## src/rtl/pipe_stall_ctrl.sv

```systemverilog
// pipe_stall_ctrl: central stall/flush sequencer for the five-stage cached pipeline.
// It owns the run/wait/halt state, the deferred branch redirect and a saturating
// stall-cycle counter. All control outputs are combinational from that state and
// the current hazard inputs.
module pipe_stall_ctrl #(
  parameter int unsigned PC_W  = 16,
  parameter int unsigned CNT_W = 16
) (
  input  logic             clk,
  input  logic             rst_n,
  input  logic             i_stall,
  input  logic             d_stall,
  input  logic             ld_use,
  input  logic             br_taken,
  input  logic [PC_W-1:0]  br_target,
  input  logic             halt,
  input  logic             cnt_clr,
  output logic             pc_wen,
  output logic             pc_sel,
  output logic [PC_W-1:0]  pc_redir,
  output logic             ifid_stall,
  output logic             idex_stall,
  output logic             exmem_stall,
  output logic             memwb_stall,
  output logic             ifid_flush,
  output logic             idex_flush,
  output logic             memwb_flush,
  output logic [1:0]       state,
  output logic [CNT_W-1:0] stall_cnt
);

  localparam logic [1:0] ST_RUN    = 2'd0;
  localparam logic [1:0] ST_IWAIT  = 2'd1;
  localparam logic [1:0] ST_DWAIT  = 2'd2;
  localparam logic [1:0] ST_HALTED = 2'd3;

  localparam logic [CNT_W-1:0] CNT_MAX = '1;

  logic [1:0]       state_q, state_d;
  logic             redir_pend_q, redir_pend_d;
  logic [PC_W-1:0]  redir_pc_q, redir_pc_d;
  logic [CNT_W-1:0] stall_cnt_q, stall_cnt_d;

  // State register, deferred redirect and stall counter
  always_ff @(posedge clk or negedge rst_n) begin
    if (!rst_n) begin
      state_q      <= ST_RUN;
      redir_pend_q <= 1'b0;
      redir_pc_q   <= '0;
      stall_cnt_q  <= '0;
    end else begin
      state_q      <= state_d;
      redir_pend_q <= redir_pend_d;
      redir_pc_q   <= redir_pc_d;
      stall_cnt_q  <= stall_cnt_d;
    end
  end

  // Priority resolution of hazards into pipeline controls and next state
  always_comb begin
    state_d      = ST_RUN;
    redir_pend_d = redir_pend_q;
    redir_pc_d   = redir_pc_q;
    pc_wen       = 1'b0;
    pc_sel       = 1'b0;
    pc_redir     = redir_pc_q;
    ifid_stall   = 1'b0;
    idex_stall   = 1'b0;
    exmem_stall  = 1'b0;
    memwb_stall  = 1'b0;
    ifid_flush   = 1'b0;
    idex_flush   = 1'b0;
    memwb_flush  = 1'b0;

    if (state_q == ST_HALTED || halt) begin
      // Halt freezes every stage; only reset leaves this state
      ifid_stall  = 1'b1;
      idex_stall  = 1'b1;
      exmem_stall = 1'b1;
      memwb_stall = 1'b1;
      state_d     = ST_HALTED;
    end else if (d_stall) begin
      // MEM outstanding: freeze front end, bubble into WB; EX re-presents its branch later
      ifid_stall  = 1'b1;
      idex_stall  = 1'b1;
      exmem_stall = 1'b1;
      memwb_flush = 1'b1;
      state_d     = ST_DWAIT;
    end else if (br_taken && !i_stall) begin
      pc_wen     = 1'b1;
      pc_sel     = 1'b1;
      pc_redir   = br_target;
      ifid_flush = 1'b1;
      idex_flush = 1'b1;
    end else if (br_taken) begin
      // Fetch still outstanding: remember the target, apply once IF is free
      redir_pc_d   = br_target;
      redir_pend_d = 1'b1;
      ifid_flush   = 1'b1;
      idex_flush   = 1'b1;
      state_d      = ST_IWAIT;
    end else if (ld_use) begin
      ifid_stall = 1'b1;
      idex_flush = 1'b1;
    end else if (i_stall) begin
      ifid_flush = 1'b1;
      state_d    = ST_IWAIT;
    end else begin
      pc_wen = 1'b1;
      if (redir_pend_q) begin
        // First free cycle after capture: steer PC and drop the wrong-path fetch
        pc_sel       = 1'b1;
        ifid_flush   = 1'b1;
        redir_pend_d = 1'b0;
      end
    end
  end

  // Saturating count of PC-hold cycles outside HALTED; clear wins
  always_comb begin
    stall_cnt_d = stall_cnt_q;
    if (cnt_clr) begin
      stall_cnt_d = '0;
    end else if (!pc_wen && state_d != ST_HALTED && stall_cnt_q != CNT_MAX) begin
      stall_cnt_d = stall_cnt_q + CNT_W'(1);
    end
  end

  assign state     = state_q;
  assign stall_cnt = stall_cnt_q;

endmodule
```

## config.mk

```make
export PLATFORM = sky130hd
export DESIGN_NAME = pipe_stall_ctrl
export DESIGN_NICKNAME = d
export VERILOG_FILES = /design/src/rtl/pipe_stall_ctrl.sv
export SDC_FILE = /design/constraint.sdc
export NUM_CORES = 1
export LEC_CHECK = 0
export BUFFER_PORTS_ARGS = -buffer_cell sky130_fd_sc_hd__buf_2
export CORE_MARGIN = 2
export CORE_UTILIZATION = 50
export DETAILED_ROUTE_END_ITERATION = 12
export HOLD_SLACK_MARGIN = 0.15
export PLACE_DENSITY = 0.79
export SLEW_MARGIN = 30
export SYNTH_ARGS = -nofsm -noshare
export SYNTH_HDL_FRONTEND = slang
export SYNTH_SLANG_ARGS = --single-unit
```

## constraint.sdc

```tcl
create_clock -name clk -period 2.9 [get_ports clk]
set_input_delay 0.87 -clock clk [delete_from_list [all_inputs] [get_ports clk]]
set_output_delay 0.87 -clock clk [all_outputs]
set_load 0.02 [all_outputs]
```

==> impl_summary.md <==
Status
The flow ran to the end, and the final reports show no timing, DRC or antenna violations.

Clock network
No sink is reached through more buffers than the 2 on the longest clock path. CTS built an H-tree with a depth of 2. The cell sitting at the root of the clock tree is a clkbuf_8. The latest clock arrival within the worst-skew pair is 0.29 ns. The count of clock tree sinks is 35. Hold repair after CTS inserted 0 buffers. The number of buffers created by CTS is 5.

The clock edge transition at the registers on the reported setup and hold paths is 0.08 ns. The TritonCTS clock tree is built.

Layout
With fillers left out, the area of the finished cells amounts to 2530 sq um. The count of inserted antenna diode cells is 0. From synthesis to final layout, the design area changed by 26.1%. The final-layout fill cell count is 318. The final layout contains 286 nets.

The core occupancy in the finished layout is 64.1%. The total area of sequential cells is 876 sq um. Of the cells placed in the final design, the portion with a size suffix greater than 1 is 47.7%. The multi-input combinational cells in the finished layout cover a total of 1040 sq um.

Worst setup path
The most numerous cell type found on the critical path is buf_2. The critical path start-end classification is in2out. The startpoint type of the worst setup path is an input pin. STA puts the critical path data required time at 2.03 ns. At the worst endpoint, the arrival time is 1.95 ns.

Traced cell by cell, the critical path runs through buf_2 > a21oi_2 > inv_2 > nor2_4 > nand3_2 > buf_12 > mux2_2 > buf_2. The worst setup path is captured at an output port. The largest driver fanout on the critical path is 16. The maximum single-stage delay on the critical path is 0.27 ns. The slowest stage of the critical path belongs to the cell mux2_2.

GRT
The overflow left after global routing is 0. The largest net degree at the start of global routing is 36. The first global-routing pass estimated 6890 um of wire. The global routing usage summed across all routing layers is 20.1%. The number of global-route vias before repair came to 1,547.

The initial antenna violation count is 0.

Floorplan
The die height is 67.3 um. The number of top-level pins is 67. Row generation in the floorplan step produced 23 rows.

The die covers 4530 sq um. The initial standard-cell utilization of the core is 50.9%. The standard cell core area is 3940 sq um. In this run the horizontal extent of the chip is 67.3 um.

Synthesis
Summing the areas of all fa, ha and maj instances in the mapped netlist gives 0.624% of the synthesized area. Sequential elements use 43.7% of the synthesized area. The fraction of the mapped netlist area in simple logic gates is 17.8%. The post-synthesis area per instance is 10.6 sq um.

The share of the synthesized area in the top cell type is 43.7%. The number of warning messages in the yosys log is 0. The area of the mapped netlist is 2010 sq um. The number of nets in the synthesized netlist is 214. Multiplexer cells account for 20.8% of the synthesized area. Ranked by total cell area, the synthesized netlist is headed by dfrtp_1, mux2_2, a21oi_1.

The synthesized-area fraction occupied by ao, oa, aoi and oai cells is 12.3%. dfrtp_1 takes more of the synthesized area than any other cell. The dominant combinational cell family by area after synthesis is multiplexers. The number of storage elements in the synthesis netlist is 35. The most used flip-flop cell after synthesis is dfrtp_1. The commonest cells after synthesis are dfrtp_1, mux2_2, a21oi_1, inv_1, nor2_1.

The synthesized netlist devotes 0% of its cell area to XOR and XNOR gates. The number of flops mapped to enable cells by yosys is 0. After synthesis, the share of flip-flops with an asynchronous set or reset is 100%. The number of different library cells used by synthesis comes to 40.

The most frequent cell after synthesis is dfrtp_1. The synthesized instance count is 189.

Timing
The final clock period utilization by the worst path is 97.4%. Setup violations remaining at the end of the flow were counted as 0. The max-slew violation total from the final report is 0. The transition time at the pin with the least slew margin is 0.806 ns.

The post-route clock skew is 0.0109 ns. Headroom to the max-slew limit came out at 46.3%. The maximum clock rate is 0.354 GHz. Hold timing on the final database bottoms out at a slack of 0.507 ns. The minimum clock period is 2.82 ns. The sum of negative setup slack is 0 ns. Setup repair after global routing left no endpoint under its margin. The final hold violation count came to 0.

Pwr
In this run the static leakage power is 1.24 nW. The power density normalized to cell area is 412 nW/um^2. The largest vdd supply drop is 423 uV.

The final total power is 1.04 mW.

Placement
Detailed placement ended at an HPWL of 3130 um. The placed instances occupy a cell area of 2410 sq um. Input and output buffers added on the ports amount to 66.

At the end of routability-driven placement, the weighted congestion stood at 0.765.

Routing
The detailed router finished its first iteration with 84 violations. The number of iterations in the first detailed-routing pass is 4. The number of nets with antenna violations after routing is 0. For this block, the via count after detailed routing is 1,728. The vias per cell is 5.54. After detailed routing, the average wire length per cell comes to 14.2 um. The DRC violation count after routing is 0. After detailed routing, the total wire length is 4450 um.

Worst hold path
The class of the most critical hold timing path is reg2reg.

Run
Max-cap violations in this run came to 0.
where the power goes:
part,internal [mW],total [mW],switching (mW)
Sequential,0.500,0.506,0.00576
Clock,0.256,0.442,0.186
Combinational,0.0401,0.0946,0.0544
Total,0.796,1.04,0.246
worst paths after layout:
path                                 from             end  slack, ns  cells past startpoint
setup / recovery                     halt     pc_redir[7]       0.08                      8
hold / removal             redir_pc_q[11]  redir_pc_q[11]       0.51                      1
setup reg to reg             stall_cnt[0]    stall_cnt[8]       0.87                      5
hold reg to reg            redir_pc_q[11]  redir_pc_q[11]       0.51                      1
max in group asynchronous           rst_n   stall_cnt[10]       1.72                      1
min in group asynchronous           rst_n    stall_cnt[4]       0.66                      1
through the flow:
stage | instances | setup slack [ns]
2_1_floorplan | 189 | 0.0559
3_3_place_gp | 303 | 0.0922
3_5_place_dp | 303 | 0.0684
4_1_cts | 311 | 0.0672
5_1_grt | 312 | 0.000447
6_report | 312 | 0.0751
critical path, delay by kind of cell:
family / cells / cell delay (ns)
and+or+nand+nor: 2 / 0.19
muxes: 1 / 0.27
AOI/OAI and AO/OA: 1 / 0.13
buffers and inverters: 4 / 0.49
sequential cells by signal, summed over array words and instances (netlist names):
| name | cells |
|---|---|
| redir_pc_q | 16 |
| stall_cnt | 16 |
| state | 2 |
| redir_pend_q | 1 |
layout make-up:
| cell class | count | share of cell area [%] |
|---|---|---|
| clock buffer | 5 | 2.72 |
| tap | 50 | 2.47 |
| inverter | 12 | 1.78 |
| multi-input combinational | 134 | 41.0 |
| clock inverter | 3 | 1.73 |
| sequential | 35 | 34.6 |
| timing repair buffer | 73 | 15.6 |
kinds of logic after synthesis:
family / count (synthesis)
simple gates: 59
fa+ha+maj: 1
mux: 37
buf+inv: 20
compound gates: 37
flops: 35
placed cells by master, fill, tap and decap left out, types with 2 or more instances in the layout:
| cell | instances |
|---|---|
| a2111oi_1 | 2 |
| a211o_1 | 2 |
| a211oi_1 | 4 |
| a21oi_1 | 11 |
| a31oi_1 | 2 |
| buf_2 | 66 |
| buf_4 | 6 |
| clkbuf_8 | 5 |
| dfrtp_1 | 35 |
| inv_1 | 11 |
| mux2_1 | 3 |
| mux2_2 | 34 |
| nand2_1 | 6 |
| nand3_1 | 4 |
| nand3_2 | 2 |
| nand4_1 | 4 |
| nor2_1 | 11 |
| nor2b_1 | 7 |
| nor3_1 | 4 |
| nor4_1 | 2 |
| o21ai_0 | 6 |
| o31ai_1 | 6 |
| or3_1 | 5 |
| or4_1 | 4 |
timing repair:
item / 4_1_cts / 5_1_grt
endpoints found under the setup margin: 0 / 6
setup buffers: 0 / 1
gates resized for setup: 0 / 0
layer usage:
layer  up-vias  GRT usage [%]  wire, um  share of wire [%]
met1       834           26.2      1980                 44
met2        42           31.8      2230                 50
met3         6           4.50       169                3.8
met4         0           9.18        70                1.6
met5         -              0         0                  0
li1        846              -         -                  -
No activity file was read; power rests on OpenSTA's default activity.
